===== src/rtl/uart_rx_pkg.sv =====
// Shared definitions for the memory-mapped UART receiver.
// Contents: register offsets inside the 16-byte window, STATUS bit indices,
// bus responder and receiver FSM state types, and the minimum divisor.
package uart_rx_pkg;

   // Register offsets relative to BASE
   localparam logic [3:0] OFF_DATA   = 4'h0;
   localparam logic [3:0] OFF_STATUS = 4'h4;
   localparam logic [3:0] OFF_DIV    = 4'h8;

   // STATUS bit positions
   localparam int unsigned ST_NOT_EMPTY = 0;
   localparam int unsigned ST_FULL      = 1;
   localparam int unsigned ST_OVERRUN   = 2;
   localparam int unsigned ST_FRAME_ERR = 3;

   // Smallest divisor the receiver can run with (needs DIV/2 >= 2)
   localparam logic [15:0] MIN_DIV = 16'd4;

   typedef enum logic [1:0] {
      B_IDLE,
      B_ACK,
      B_WAIT
   } bus_state_t;

   typedef enum logic [2:0] {
      R_IDLE,
      R_START,
      R_DATA,
      R_STOP,
      R_BREAK
   } rx_state_t;

endpackage


===== src/rtl/uart_rx_fifo.sv =====
// Synchronous receive FIFO with an extra wrap bit on each pointer to tell
// full from empty. A pop is applied before a push in the same cycle, so a
// push into a full FIFO that is being popped is accepted.
// Ports:
//   clk, reset  clock, asynchronous active-high reset
//   push, wdata write request and byte (dropped when full and not popping)
//   pop, rdata  read request and head-of-queue byte (ignored when empty)
//   full, empty occupancy flags from the pointer registers
module uart_rx_fifo #(
   parameter int unsigned DEPTH = 4,
   parameter int unsigned WIDTH = 8
) (
   input  logic             clk,
   input  logic             reset,
   input  logic             push,
   input  logic [WIDTH-1:0] wdata,
   input  logic             pop,
   output logic [WIDTH-1:0] rdata,
   output logic             full,
   output logic             empty
);

   localparam int unsigned AW = $clog2(DEPTH);
   localparam logic [AW:0] PTR_ONE = 1;

   logic [AW:0]      wr_q, rd_q;
   logic [WIDTH-1:0] mem_q [DEPTH];
   logic             do_push, do_pop;

   assign empty = (wr_q == rd_q);
   assign full  = (wr_q[AW] != rd_q[AW]) && (wr_q[AW-1:0] == rd_q[AW-1:0]);

   assign do_pop  = pop && !empty;
   assign do_push = push && (!full || do_pop);

   assign rdata = mem_q[rd_q[AW-1:0]];

   always_ff @(posedge clk or posedge reset) begin
      if (reset) begin
         wr_q <= '0;
         rd_q <= '0;
      end else begin
         if (do_push) wr_q <= wr_q + PTR_ONE;
         if (do_pop)  rd_q <= rd_q + PTR_ONE;
      end
   end

   // Storage needs no reset; the pointers define which entries are valid
   always_ff @(posedge clk) begin
      if (do_push) mem_q[wr_q[AW-1:0]] <= wdata;
   end

endmodule


===== src/rtl/uart_rx_periph.sv =====
// Memory-mapped 8N1 UART receiver on the request/acknowledge peripheral bus.
// Decodes a 16-byte window at BASE: DATA (pop), STATUS (sticky flags,
// write-1-to-clear) and DIV (clocks per bit).
// Ports:
//   clk, reset       clock, asynchronous active-high reset
//   address, rw_req, rw, write_data, size   bus request (size ignored)
//   read_data, rec   read result and one-cycle acknowledge
//   rin              serial input, idle high
//   rx_irq           high while the receive FIFO holds data
module uart_rx_periph
   import uart_rx_pkg::*;
#(
   parameter logic [31:0] BASE        = 32'h8000_0020,
   parameter int unsigned DEFAULT_DIV = 434,
   parameter int unsigned FIFO_DEPTH  = 4
) (
   input  logic        clk,
   input  logic        reset,
   input  logic [31:0] address,
   input  logic        rw_req,
   input  logic        rw,
   input  logic [31:0] write_data,
   input  logic [1:0]  size,
   output logic [31:0] read_data,
   output logic        rec,
   input  logic        rin,
   output logic        rx_irq
);

   localparam logic [15:0] DIV_RESET = DEFAULT_DIV[15:0];

   // ---------------------------------------------------------------------
   // Address decode
   // ---------------------------------------------------------------------
   logic [31:0] offset_full;
   logic [3:0]  offset;
   logic        hit;

   assign offset_full = address - BASE;
   assign hit         = (offset_full < 32'd16);
   assign offset      = offset_full[3:0];

   logic unused_bits;
   assign unused_bits = ^{size, write_data[31:16]};

   // ---------------------------------------------------------------------
   // Registers and FIFO
   // ---------------------------------------------------------------------
   logic [15:0] div_q;
   logic        overrun_q, frame_err_q;
   logic        fifo_full, fifo_empty, fifo_pop;
   logic [7:0]  fifo_rdata;
   logic [3:0]  status;

   logic        div_we, clr_ovr, clr_ferr, ferr_set, ovr_set;
   logic        push_q, push_d;
   logic [7:0]  shreg_q, shreg_d;

   uart_rx_fifo #(
      .DEPTH (FIFO_DEPTH),
      .WIDTH (8)
   ) u_fifo (
      .clk   (clk),
      .reset (reset),
      .push  (push_q),
      .wdata (shreg_q),
      .pop   (fifo_pop),
      .rdata (fifo_rdata),
      .full  (fifo_full),
      .empty (fifo_empty)
   );

   always_comb begin
      status               = '0;
      status[ST_NOT_EMPTY] = !fifo_empty;
      status[ST_FULL]      = fifo_full;
      status[ST_OVERRUN]   = overrun_q;
      status[ST_FRAME_ERR] = frame_err_q;
   end

   assign rx_irq = !fifo_empty;

   // A push lost to a full FIFO; a same-cycle pop makes room first
   assign ovr_set = push_q && fifo_full && !fifo_pop;

   always_ff @(posedge clk or posedge reset) begin
      if (reset) begin
         div_q       <= DIV_RESET;
         overrun_q   <= 1'b0;
         frame_err_q <= 1'b0;
      end else begin
         if (div_we) begin
            div_q <= (write_data[15:0] < MIN_DIV) ? MIN_DIV : write_data[15:0];
         end
         // A new event outranks a clear landing on the same edge
         if (ovr_set)       overrun_q <= 1'b1;
         else if (clr_ovr)  overrun_q <= 1'b0;
         if (ferr_set)      frame_err_q <= 1'b1;
         else if (clr_ferr) frame_err_q <= 1'b0;
      end
   end

   // ---------------------------------------------------------------------
   // Bus responder FSM
   // ---------------------------------------------------------------------
   bus_state_t bus_q, bus_d;

   always_ff @(posedge clk or posedge reset) begin
      if (reset) bus_q <= B_IDLE;
      else       bus_q <= bus_d;
   end

   always_comb begin
      bus_d     = bus_q;
      rec       = 1'b0;
      read_data = '0;
      fifo_pop  = 1'b0;
      div_we    = 1'b0;
      clr_ovr   = 1'b0;
      clr_ferr  = 1'b0;
      unique case (bus_q)
         B_IDLE: begin
            if (rw_req && hit) bus_d = B_ACK;
         end
         B_ACK: begin
            rec   = 1'b1;
            bus_d = B_WAIT;
            if (rw) begin
               case (offset)
                  OFF_STATUS: begin
                     clr_ovr  = write_data[ST_OVERRUN];
                     clr_ferr = write_data[ST_FRAME_ERR];
                  end
                  OFF_DIV: div_we = 1'b1;
                  default: ;
               endcase
            end else begin
               case (offset)
                  OFF_DATA: begin
                     if (!fifo_empty) begin
                        read_data = {24'b0, fifo_rdata};
                        fifo_pop  = 1'b1;
                     end
                  end
                  OFF_STATUS: read_data = {28'b0, status};
                  OFF_DIV:    read_data = {16'b0, div_q};
                  default: ;
               endcase
            end
         end
         B_WAIT: begin
            // Held request gets no second ack
            if (!rw_req) bus_d = B_IDLE;
         end
         default: bus_d = B_IDLE;
      endcase
   end

   // ---------------------------------------------------------------------
   // Input synchroniser and falling-edge detect
   // ---------------------------------------------------------------------
   logic rin_meta, rin_sync, rin_prev;

   always_ff @(posedge clk or posedge reset) begin
      if (reset) begin
         rin_meta <= 1'b1;
         rin_sync <= 1'b1;
         rin_prev <= 1'b1;
      end else begin
         rin_meta <= rin;
         rin_sync <= rin_meta;
         rin_prev <= rin_sync;
      end
   end

   // ---------------------------------------------------------------------
   // Receiver FSM and baud counter
   // ---------------------------------------------------------------------
   rx_state_t   rx_q, rx_d;
   logic [15:0] cnt_q, cnt_d;
   logic [15:0] div_frame_q, div_frame_d;
   logic [2:0]  bits_q, bits_d;
   logic        tick;

   assign tick = (cnt_q == 16'd0);

   always_ff @(posedge clk or posedge reset) begin
      if (reset) begin
         rx_q        <= R_IDLE;
         cnt_q       <= '0;
         div_frame_q <= DIV_RESET;
         bits_q      <= '0;
         shreg_q     <= '0;
         push_q      <= 1'b0;
      end else begin
         rx_q        <= rx_d;
         cnt_q       <= cnt_d;
         div_frame_q <= div_frame_d;
         bits_q      <= bits_d;
         shreg_q     <= shreg_d;
         push_q      <= push_d;
      end
   end

   always_comb begin
      rx_d        = rx_q;
      cnt_d       = cnt_q;
      div_frame_d = div_frame_q;
      bits_d      = bits_q;
      shreg_d     = shreg_q;
      push_d      = 1'b0;
      ferr_set    = 1'b0;

      // Timed states count down; each case reloads on its own tick
      if (rx_q inside {R_START, R_DATA, R_STOP} && !tick) begin
         cnt_d = cnt_q - 16'd1;
      end

      unique case (rx_q)
         R_IDLE: begin
            if (rin_prev && !rin_sync) begin
               rx_d        = R_START;
               cnt_d       = div_q >> 1;
               div_frame_d = div_q; // divisor frozen for the whole frame
            end
         end
         R_START: begin
            if (tick) begin
               if (!rin_sync) begin
                  rx_d   = R_DATA;
                  cnt_d  = div_frame_q - 16'd1;
                  bits_d = '0;
               end else begin
                  rx_d = R_IDLE;
               end
            end
         end
         R_DATA: begin
            if (tick) begin
               shreg_d = {rin_sync, shreg_q[7:1]};
               bits_d  = bits_q + 3'd1;
               cnt_d   = div_frame_q - 16'd1;
               if (bits_q == 3'd7) rx_d = R_STOP;
            end
         end
         R_STOP: begin
            if (tick) begin
               if (rin_sync) begin
                  push_d = 1'b1;
                  rx_d   = R_IDLE;
               end else begin
                  ferr_set = 1'b1;
                  rx_d     = R_BREAK;
               end
            end
         end
         R_BREAK: begin
            if (rin_sync) rx_d = R_IDLE;
         end
         default: rx_d = R_IDLE;
      endcase
   end

endmodule

===== config.mk =====
export PLATFORM = sky130hd
export DESIGN_NAME = uart_rx_periph
export DESIGN_NICKNAME = d
export VERILOG_FILES = /design/src/rtl/uart_rx_pkg.sv /design/src/rtl/uart_rx_fifo.sv /design/src/rtl/uart_rx_periph.sv
export SDC_FILE = /design/constraint.sdc
export NUM_CORES = 1
export LEC_CHECK = 0
export BUFFER_PORTS_ARGS = -buffer_cell sky130_fd_sc_hd__buf_2
export CAP_MARGIN = 20
export CORE_UTILIZATION = 53
export CTS_BUF_LIST = sky130_fd_sc_hd__clkbuf_8
export CTS_CLUSTER_SIZE = 20
export DETAILED_ROUTE_END_ITERATION = 16
export PLACE_DENSITY = 0.82
export SYNTH_ARGS = -nofsm -noshare
export SYNTH_HDL_FRONTEND = slang
export SYNTH_HIERARCHICAL = 1
export SYNTH_SLANG_ARGS = --single-unit
export TNS_END_PERCENT = 20

===== constraint.sdc =====
create_clock -name clk -period 2.5 [get_ports clk]
set_input_delay 0.125 -clock clk [delete_from_list [all_inputs] [get_ports clk]]
set_output_delay 0.125 -clock clk [all_outputs]
set_load 0.05 [all_outputs]

**Yosys cells after proc, flatten, opt, wreduce, memory -nomap -nowiden**

Memory sizes are Yosys's and may differ from the RTL's.
Index checks and enable logic that the tools add are counted.

- Bits in registers: 76
- Bits in writable memories: 32
- Input port bits: 71
- Output and inout bits: 34
- Word-level logic and storage cells: 125
- Memories kept: 1

Memory list:

| name | words | width | read ports | clocked after memory_dff | write ports | RTL line | RTL |
|---|---|---|---|---|---|---|---|
| u_fifo.mem_q | 4 | 8 | 1 | 0 | 1 | uart_rx_fifo.sv:27 | `logic [WIDTH-1:0] mem_q [DEPTH];` |

- Add/subtract/negate cells: 6
- $lt $le $gt $ge: 2
- Equal/unequal tests: 21
- Multiplexer cells: 53
- Reductions and logical operators: 27

Operators with widths:

| cell | number |
|---|---|
| $mux 16 | 7 |
| $pmux 16 s3 | 2 |
| $lt 32x5->1 const B | 1 |
| $mux 32 | 1 |
| $sub 16x1->16 const B | 2 |
| $sub 32x32->32 const B | 1 |
| $mux 3 | 10 |
| $mux 1 | 26 |
| $logic_not 16->1 | 1 |
| $lt 16x3->1 const B | 1 |
| $ne 2x2->1 const B | 8 |
| $pmux 3 s5 | 1 |
| $add 3x1->3 const B | 3 |
| $logic_and 1x1->1 | 8 |
| $mux 8 | 1 |
| $eq 3x2->1 const B | 2 |
| $eq 3x3->1 const B | 2 |
| $mux 2 | 3 |
| $pmux 2 s3 | 1 |
| $pmux 3 s2 | 1 |
| $reduce_and 2->1 | 3 |
| $reduce_and 6->1 | 1 |
| $reduce_bool 2->1 | 3 |
| $logic_not 1->1 | 5 |
| other kinds (15) | 15 |

**Depth between registers and ports, before layout**

Gate-level depths: netlist of run 1.

- Word-level depth: 10
- Depth in mapped cells: 10

**Cells and area by module**

Netlist of run 1, hierarchy kept.

By module, submodules not included:

| module | instances | cells each | area an instance (µm²) | seq. area each (µm²) |
|---|---|---|---|---|
| uart_rx_periph | 1 | 452 | 4232.8 | 1767.9 |
| uart_rx_fifo | 1 | 78 | 1651.6 | 1111.1 |

**Worst setup path before layout of run 1**

No wires, ideal clock.

- Path type: register to register
- Start: reg u_fifo.rd_q[0]
- End: mem u_fifo.mem_q[0][0], enable pin
- Data arrival time: 2.261 ns
- Required time: 2.222 ns
- Slack: -0.039 ns
- Cell stages (with the launch flop): 8
- Buffers on the path: 1
- Cells stage by stage: dfrtp_1 buf_6 xor2_4 nor3_1 nor4b_2 and2_1 or4_4 and3_1

- Cells in the longest elaborated chain, start to end: 10
- Elaborated cells between the ends (all ways): 14
- Classes of those cells: 2 x eq/ne; 6 x mux; 6 x reduce/logical

RTL lines:

| item | RTL line | RTL |
|---|---|---|
| start: declaration | uart_rx_fifo.sv:26 | `logic [AW:0] wr_q, rd_q;` |
| start signal: assignment | uart_rx_fifo.sv:44 | `if (do_pop) rd_q <= rd_q + PTR_ONE;` |
| $eq 3x3->1 | uart_rx_fifo.sv:30 | `assign empty = (wr_q == rd_q);` |
| via fifo_empty | uart_rx_periph.sv:51 | `logic fifo_full, fifo_empty, fifo_pop;` |
| $mux 1 | uart_rx_periph.sv:140 | `if (!fifo_empty) begin` |
| $mux 1 | uart_rx_periph.sv:138 | `case (offset)` |
| $mux 1 | uart_rx_periph.sv:128 | `if (rw) begin` |
| $mux 1 | uart_rx_periph.sv:121 | `unique case (bus_q)` |
| via fifo_pop | uart_rx_periph.sv:51 |  |
| $logic_and 1x1->1 | uart_rx_fifo.sv:33 | `assign do_pop = pop && !empty;` |
| $logic_or 1x1->1 | uart_rx_fifo.sv:34 | `assign do_push = push && (!full \|\| do_pop);` |
| $logic_and 1x1->1 | uart_rx_fifo.sv:34 |  |
| $mux 1 | uart_rx_fifo.sv:50 | `if (do_push) mem_q[wr_q[AW-1:0]] <= wdata;` |
| $mux 1 (implied by the code) | uart_rx_fifo.sv:50 |  |
| end: declaration | uart_rx_fifo.sv:27 |  |

The timed path passes the listed nets, and every way through them passes these cells.

**Worst setup path after layout of run 1**

- Start: reg u_fifo.wr_q[1]
- End: mem u_fifo.mem_q[1][3], enable pin

- Cells in the longest elaborated chain, start to end: 10
- Elaborated cells between the ends (all ways): 14
- Classes of those cells: 2 x eq/ne; 6 x mux; 6 x reduce/logical

RTL lines:

| item | RTL line | RTL |
|---|---|---|
| start: declaration | uart_rx_fifo.sv:26 |  |
| start signal: assignment | uart_rx_fifo.sv:43 | `if (do_push) wr_q <= wr_q + PTR_ONE;` |
| $eq 3x3->1 | uart_rx_fifo.sv:30 |  |
| via fifo_empty | uart_rx_periph.sv:51 |  |
| $mux 1 | uart_rx_periph.sv:140 |  |
| $mux 1 | uart_rx_periph.sv:138 |  |
| $mux 1 | uart_rx_periph.sv:128 |  |
| $mux 1 | uart_rx_periph.sv:121 |  |
| via fifo_pop | uart_rx_periph.sv:51 |  |
| $logic_and 1x1->1 | uart_rx_fifo.sv:33 |  |
| $logic_or 1x1->1 | uart_rx_fifo.sv:34 |  |
| $logic_and 1x1->1 | uart_rx_fifo.sv:34 |  |
| $mux 1 | uart_rx_fifo.sv:50 |  |
| $mux 1 (implied by the code) | uart_rx_fifo.sv:50 |  |

The timed path passes the listed nets, and every way through them passes these cells.

==> results of run 1 <==
## worst max-delay path, cell delays in order (launching register included)
cell and delay [ns]:
dfrtp_2 0.48, xor2_4 0.22, nor3_2 0.28, nor4b_4 0.08
and2_1 0.19, or4_4 0.54, and3_1 0.32
## routing by layer
metal / track usage / wire length, um / up-vias
li1: - / - / 2082
met1: 0.2870 / 5176 / 2124
met2: 0.4041 / 6428 / 109
met3: 0.02966 / 448 / 25
met4: 0.1037 / 352 / 0
met5: 0 / 0 / -
## final cells by class
| class | count | area (um^2) | share of cell area |
|---|---|---|---|
| multi-input cells | 387 | 2796 | 0.4152 |
| flip-flops and latches | 108 | 2882 | 0.4278 |
| clock buffers | 9 | 123.9 | 0.01839 |
| clock inverters | 7 | 73.82 | 0.01096 |
| repair buffers | 99 | 613.1 | 0.09103 |
| well taps | 140 | 175.2 | 0.02601 |
| inverters | 19 | 71.32 | 0.01059 |
## worst max-delay path by stage
| stage | end | slack [ns] |
|---|---|---|
| after detailed placement | u_fifo/mem_q[2][6] | 0.08 |
| after global placement | u_fifo/mem_q[2][6] | 0.14 |
| after floorplan | u_fifo/mem_q[0][0] | 0.02 |
| after CTS | read_data[5] | 0.04 |
| final | u_fifo/mem_q[1][3] | 0.09 |
| after global routing | u_fifo/mem_q[1][7] | -0.01 |
## sequential cells by signal (all words and copies together), names as in the netlist
| name | count |
|---|---|
| rin_sync | 1 |
| frame_err_q | 1 |
| div_q | 16 |
| u_fifo/wr_q | 3 |
| overrun_q | 1 |
| rin_meta | 1 |
| bus_q | 2 |
| bits_q | 3 |
| cnt_q | 16 |
| rx_q | 3 |
| u_fifo/rd_q | 3 |
| u_fifo/mem_q | 32 |
| shreg_q | 8 |
| push_q | 1 |
| div_frame_q | 16 |
| rin_prev | 1 |
## cell usage in the layout (no fill, tap or decap), types with 9 or more instances in the layout
master / instances
nand2_1: 96
ha_1: 10
nor3_1: 14
inv_1: 19
nor4_1: 14
nor2_1: 35
mux2_2: 16
xnor2_1: 24
and3_1: 13
edfxtp_1: 32
clkbuf_8: 9
dlygate4sd3_1: 11
buf_2: 68
o21ai_0: 9
dfstp_2: 13
conb_1: 16
a22oi_1: 9
dfrtp_1: 61
o221ai_2: 9
xor2_1: 11
buf_4: 17
## per-stage QoR
stage,TNS (ns),hold WS [ns],instances,cell area (um^2)
floorplan,0,-0.08404,545,5954
global placement,0,0.06910,739,6387
detailed placement,0,0.07796,739,6387
CTS,0,0.001050,766,6695
global route,-0.06829,0.01343,769,6735
finish,0,0.009122,769,6735
## where the power goes
group	leakage, nW	internal, W	switching, W
logic	1.67	0.000656	0.000824
registers	1.30	0.00197	0.000170
clock network	0.104	0.000471	0.000594
## timing repair
| item | CTS | global route |
|---|---|---|
| buffers inserted | 0 | 3 |
| hold endpoints to repair | 39 | 0 |
| resized for setup | 0 | 7 |
| hold buffers | 11 | 0 |
| endpoints found under the setup margin | 0 | 33 |
## logic make-up after synthesis
logic type	share of synthesized area
compound gates	0.1059
buf+inv	0.04912
xor+xnor	0.06294
simple gates	0.1984
flops	0.4893
fa+ha+maj	0.02126
other cells	0.0006373
mux	0.07251
==> results.cfg, run 1 <==
[outcome]
status = completed

[synthesis]
synth_top_area_share = 0.2679
ys.flop_type = dfrtp_1
synthesis.area_um2 = 5884
ys.warnings.count = 6
synthArstFlopShare = 0.7037
synth_seq_area_share = 0.4893
synth_edf_count = 32
synth.area.top_cells = dfrtp_1 27%, edfxtp_1 16%, nand2_1 6.1%
syn_inst = 530
synth_most_common_cell = nand2_1
ys_types = 71
synth-seq-cells = 108
syn_avg_cell_area_um2 = 11.10
synth_top_area_cell = dfrtp_1
yosys-top-cells-count = 96 x nand2_1, 63 x dfrtp_1, 35 x nor2_1, 32 x edfxtp_1, 24 x xnor2_1

[finish]
fin_nets = 705
syn_to_final_growth_pct = 14.46
postLayoutCoreUtil = 0.6213
num-fill-cells = 827
antenna_cells = 0
final_layout_size_suffix_gt1_frac = 0.2750

[critical_path]
worstPathRequired_ns = 2.59
critical_path_class = flop to flop
cp_max_fo = 8
reg2reg_depth = 6
r2r-end = u_fifo/mem_q[1][3]
worstPathArrival_ns = 2.50
cp-startpoint = u_fifo/wr_q[1]
start_kind = flop
r2r_start = u_fifo/wr_q[1]
reg2reg_slack_ns = 0.09
worstSetupEndpointType = flop

[global_route]
gr-usage-all-layers = 0.2315
grt.overflow.total = 0
grt_max_degree = 44
antenna_found_initial = 0
grt_pass1_wl_um = 20530
grt_pass1_vias = 4350

[clocking]
clock_latency_ns = 0.38
cts_tree = built
cts_sinks = 108
root_buffer = clkbuf_8
cts.clk_slew.worst_paths_ns = 0.10
cts_buffers = 9
cts_htree_levels = 3
clock_path_buffers = 2

[detailed_routing]
via_count = 4340
wl_per_cell_um = 16.13
drc = 0
postRouteAntennaNets = 0
avgViaCountPerCell = 5.644
drt_iter0_drc = 246
wirelength_um = 12410
first_pass_iters = 5

[flow_run]
drv_cap = 0

[die]
initial_core_util = 0.5428
core_area_um2 = 10840
rows = 38
dieArea_um2 = 11530
io_pins = 105
die_height_um = 107.4
die-width_um = 107.4

[timing]
setup_slack_ns = 0.08958
hold_viol = 0
drv_slew = 0
tightest_slew_ns = 0.6618
max_freq_mhz = 414.9
min_period_ns = 2.410
slew_headroom = 0.5588
finClkSkew_ns = 0.01472
fin_crit_sh = 0.9642
setup_viol_count_final = 0

[worst_hold_path]
hold_class = input port to flop
holdPathStages = 2
worstHoldStart = write_data[4]
min_to = div_q[4]

[power_and_ir_drop]
power_w = 0.004689
p_leak_nw = 3.065
ir_drop_mv = 0.3356
powerDensity_nw_per_um2 = 696.1

[placement]
hpwl_um = 9582
place_congestion = 0.9021
port_buffers = 70
dpl_worst_slack_ns = 0.08071
(Power assumes the default switching activity.)
==> inputs of run 2 (changes only) <==
- CORE_UTILIZATION: 53 -> 32
- CTS_CLUSTER_DIAMETER: default -> 100
- PLACE_DENSITY: 0.82 -> 0.55
- RECOVER_POWER: default -> 100
==> run 2 against run 1 <==
Against the previous run:
- clock-buffer cell count unchanged
- via count down 1.2%
- hold slack better by 0.0091 ns
- combinational power about the same
- cell count up 12%
- critical path depth unchanged
- non-clock buffer count up 3
- highest routed layer unchanged
==> results.cfg, run 2 (same netlist as run 1, synthesis figures left out) <==
[die]
dieArea_um2 = 18940
rows = 49
io_pins = 105
core_area_um2 = 17960
die_height_um = 137.6
die-width_um = 137.6
initial_core_util = 0.3276

[critical_path]
path_cells = xor2_4, nor3_2, nor4b_4, and2_1, or4_4, and3_1
cp_max_fo = 8
cp-startpoint = u_fifo/wr_q[1]
worstPathRequired_ns = 2.59
r2r-end = u_fifo/mem_q[1][5]
crit_end = u_fifo/mem_q[1][5]
worstSetupEndpointType = flop
slowest_delay_ns = 0.54
reg2reg_slack_ns = 0.09
start_kind = flop
reg2reg_depth = 6
r2r_start = u_fifo/wr_q[1]
worstPathArrival_ns = 2.50
critical_path_class = flop to flop
cp_slowest_cell = or4_4

[power_and_ir_drop]
pwr-share-clk = 0.216
power.internal_w = 0.002995
p_leak_nw = 3.050
powerDensity_nw_per_um2 = 675.3
ir_drop_mv = 0.2873
switching_share = 0.3508
power_w = 0.004614
pwr-share-comb = 0.320
seq_power_share = 0.464
p_sw_w = 0.001619

[timing]
tightest_slew_ns = 1.129
slew_headroom = 0.2463
min_period_ns = 2.409
max_freq_mhz = 415.1
finClkSkew_ns = 0.01766
timing.hold.ws_ns = 0.01819
setup_viol_count_final = 0
hold_viol = 0
setup_slack_ns = 0.09102
drv_slew = 0
fin_crit_sh = 0.9636

[detailed_routing]
drt_iter0_drc = 207
wl_per_cell_um = 15.42
wirelength_um = 13280
avgViaCountPerCell = 4.983
via_count = 4290
drc = 0
first_pass_iters = 6
postRouteAntennaNets = 0

[finish]
syn_to_final_growth_pct = 16.12
postLayoutCoreUtil = 0.3804
largest_register_ffs = 32
final_layout_size_suffix_gt1_frac = 0.2690
antenna_cells = 0
final_cell_mix = 96 x nand2_1, 65 x buf_2, 61 x dfrtp_1
fin_nets = 708
final_common_cell = nand2_1

[placement]
hpwl_um = 10160
port_buffers = 70
dpl_worst_slack_ns = 0.07899
place_congestion = 0.8119

[global_route]
grt.overflow.total = 0
antenna_found_initial = 0
gr-usage-all-layers = 0.1487
grt_max_degree = 42
grt_pass1_vias = 4269
grt_pass1_wl_um = 21450

[clocking]
clock_latency_ns = 0.39
cts.clk_slew.worst_paths_ns = 0.11
cts_buffers = 9
cts_htree_levels = 3
root_buffer = clkbuf_8
cts_tree = built
clock_path_buffers = 2
cts_sinks = 108

[worst_hold_path]
worstHoldStart = write_data[4]
hold_class = input port to flop

[outcome]
status = completed

[flow_run]
drv_cap = 0
## run 2: how the worst min path moves through the flow
stage	endpoint	cells after the start
6_report	div_q[4]	2
5_1_grt	div_q[4]	2
4_1_cts	div_q[4]	2
3_5_place_dp	u_fifo/rd_q[2]	2
3_3_place_gp	u_fifo/rd_q[2]	2
2_1_floorplan	u_fifo/rd_q[0]	1
## run 2: final cells by class
cell class              instances  area, um^2
clock buffers                   9       123.9
clock inverters                 7       50.05
fillers                      1803       11130
inverters                      19       71.32
multi-input cells             387        2794
flip-flops and latches        108        2882
well taps                     229       286.5
repair buffers                102       625.6
## run 2: critical path, delay by kind of cell, from the launching register on
| kind | cells | cell delay, ns |
|---|---|---|
| AND/OR/NAND/NOR | 5 | 1.41 |
| XOR/XNOR | 1 | 0.22 |
| flip-flops | 1 | 0.48 |
## run 2: layer usage
layer  up-vias  wire, um  GRT usage
met5         -         0          0
met4         0       253    0.06288
met3        19       436    0.02097
met2       102      6661     0.2566
met1      2089      5928     0.1849
li1       2080         -          -
## run 2: per-stage QoR
stage          std cells   TNS, ns  cell area, um^2
2_1_floorplan        545         0             5954
3_3_place_gp         831         0             6521
3_5_place_dp         831         0             6521
4_1_cts              859         0             6815
5_1_grt              861  -0.01250             6833
6_report             861         0             6833
## run 2: power groups by stage
stage,combinational (W),clock [W],sequential [W]
floorplan,0.00121,0,0.00212
global placement,0.00145,0,0.00217
detailed placement,0.00146,0,0.00217
CTS,0.00149,0.00103,0.00214
global route,0.00164,0.00110,0.00216
finish,0.00148,0.000999,0.00214
## run 2: repair_timing
action,CTS,global route
setup endpoints to repair,0,26
hold buffers,12,0
hold endpoints to repair,43,0
setup buffers,0,2
gates resized for setup,0,7
==> inputs of run 3 (changes only) <==
- BUFFER_PORTS_ARGS: -buffer_cell sky130_fd_sc_hd__buf_2 -> default
- DONT_BUFFER_PORTS: default -> 1
- PLACE_DENSITY: 0.55 -> 0.49
- clock period: 2.5 -> 2.8 ns (I/O delays scaled with it)
==> run 3 against run 2 <==
Against the previous run:
- wire length is 2.6% higher
- hold slack better by 0.031 ns
- largest cell class unchanged
- critical path depth increased by 1
- sequential share of layout area up 2.0 points
- critical endpoint is now cnt_q[1]
- fmax decreased by 6.2%
- total power shrank 10%
- design area decreased by 4.6%
- combinational power shrank 19%
==> results.cfg, run 3 (same netlist as run 1, synthesis figures left out) <==
[outcome]
status = completed

[placement]
port_buffers = 0
place_congestion = 0.7989
hpwl_um = 10520
dpl_worst_slack_ns = 0.3428
placed_cells = 766

[finish]
antenna_cells = 0
fin_cells = 805
final_common_cell = nand2_1
final_layout_size_suffix_gt1_frac = 0.1441
fin_nets = 652
num-fill-cells = 1796
syn_to_final_growth_pct = 10.80
largest_register_ffs = 32
final_cell_mix = 96 x nand2_1, 63 x dfrtp_1, 36 x nor2_1

[critical_path]
cp_slowest_cell = or4_1
worstPathArrival_ns = 2.87
cp_top_family = simple AND/OR/NAND/NOR gates
path_cells = or4_1, nor2_1, and3_1, clkbuf_1, nor2_2, mux2_4, o221ai_2
critical_path_class = flop to flop
start_kind = flop
worstPathRequired_ns = 3.10
crit_buf_inv = 1
slowest_delay_ns = 0.62
cp_max_fo = 6
worstSetupEndpointType = flop

[power_and_ir_drop]
p_sw_w = 0.001363
switching_share = 0.3289
seq_power_share = 0.459
pwr-share-clk = 0.252
pwr-share-comb = 0.288
power.internal_w = 0.002781
powerDensity_nw_per_um2 = 635.5
p_leak_nw = 2.804
ir_drop_mv = 0.2084

[die]
die-width_um = 137.6
initial_core_util = 0.3276
die_height_um = 137.6
rows = 49
dieArea_um2 = 18940
core_area_um2 = 17960
io_pins = 105

[detailed_routing]
drt_iter0_drc = 167
via_count = 4057
wl_per_cell_um = 16.92
postRouteAntennaNets = 0
first_pass_iters = 4
avgViaCountPerCell = 5.040
drc = 0
wirelength_um = 13620

[clocking]
clock_latency_ns = 0.38
root_buffer = clkbuf_8
cts_buffers = 9
cts.clk_slew.worst_paths_ns = 0.11
clock_path_buffers = 2
cts_htree_levels = 3
cts_sinks = 108
cts_tree = built
cts.repair.resized = 0
post_cts_buffers = 0
ctsHoldBuffers = 23

[timing]
max_freq_mhz = 389.3
setup_viol_count_final = 0
slew_headroom = 0.06524
setup_slack_ns = 0.2310
rsz0062_at_grt = false
finClkSkew_ns = 0.01903
tns_ns = 0
timing.hold.ws_ns = 0.04911
fin_crit_sh = 0.9175
drv_slew = 0
hold_viol = 0
min_period_ns = 2.569
tightest_slew_ns = 1.401

[worst_hold_path]
hold_class = input port to flop

[global_route]
grt_max_degree = 37
grt.overflow.total = 0
grt_pass1_vias = 4060
grt_pass1_wl_um = 21630
gr-usage-all-layers = 0.1521
antenna_found_initial = 0

[flow_run]
drv_cap = 0
==> run 3: cell count changes in the layout (fill, tap and decap cells not counted), moves of 3 or more <==
cell,delta
clkbuf_1,+3
o221ai_1,+5
dlygate4sd3_1,+11
clkbuf_2,+6
buf_2,-64
buf_4,-11
o221ai_2,-5
==> run 3: final cells by class <==
cell class              instances  area (um^2)  area share
repair buffers                 46        366.6     0.05623
multi-input cells             387         2701      0.4143
clock inverters                 7        91.34     0.01401
inverters                      19        71.32     0.01094
clock buffers                   9        123.9     0.01900
well taps                     229        286.5     0.04395
flip-flops and latches        108         2879      0.4416
==> run 3: through the flow <==
stage / cell area (um^2) / power [W] / util
2_1_floorplan: 5941 / 0.002970 / -
3_3_place_gp: 6195 / 0.003163 / 0.3448
3_5_place_dp: 6195 / 0.003177 / 0.3448
4_1_cts: 6640 / 0.004267 / 0.3696
5_1_grt: 6520 / 0.004386 / 0.3630
6_report: 6520 / 0.004144 / 0.3630
==> run 3: final timing paths <==
path,startpoint,to,cells past startpoint,slack [ns]
min in group asynchronous,reset,u_fifo/rd_q[2],2,0.14
worst max-delay path,cnt_q[11],cnt_q[1],7,0.23
worst min register to register,rin_meta,rin_sync,0,0.37
worst max register to register,cnt_q[11],cnt_q[1],7,0.23
worst min-delay path,address[25],bus_q[0],3,0.05
max in group asynchronous,reset,bus_q[1],3,0.59
==> run 3: layer usage <==
layer,wire (um),global-route usage,vias up
met4,127,0.05617,0
met5,0,0,-
met1,5907,0.1830,2014
li1,-,-,1966
met2,7008,0.2635,67
met3,578,0.03458,10
==> run 3: worst min-delay path: stages <==
cell      delay, ns
o41ai_1        0.06
o211ai_1       0.12
nor4_2         0.06
==> run 3: power groups by stage <==
stage | combinational, W | sequential [W] | clock, W
2_1_floorplan | 0.00107 | 0.00190 | 0
3_3_place_gp | 0.00123 | 0.00193 | 0
3_5_place_dp | 0.00124 | 0.00194 | 0
4_1_cts | 0.00128 | 0.00191 | 0.00108
5_1_grt | 0.00133 | 0.00193 | 0.00113
6_report | 0.00120 | 0.00190 | 0.00105
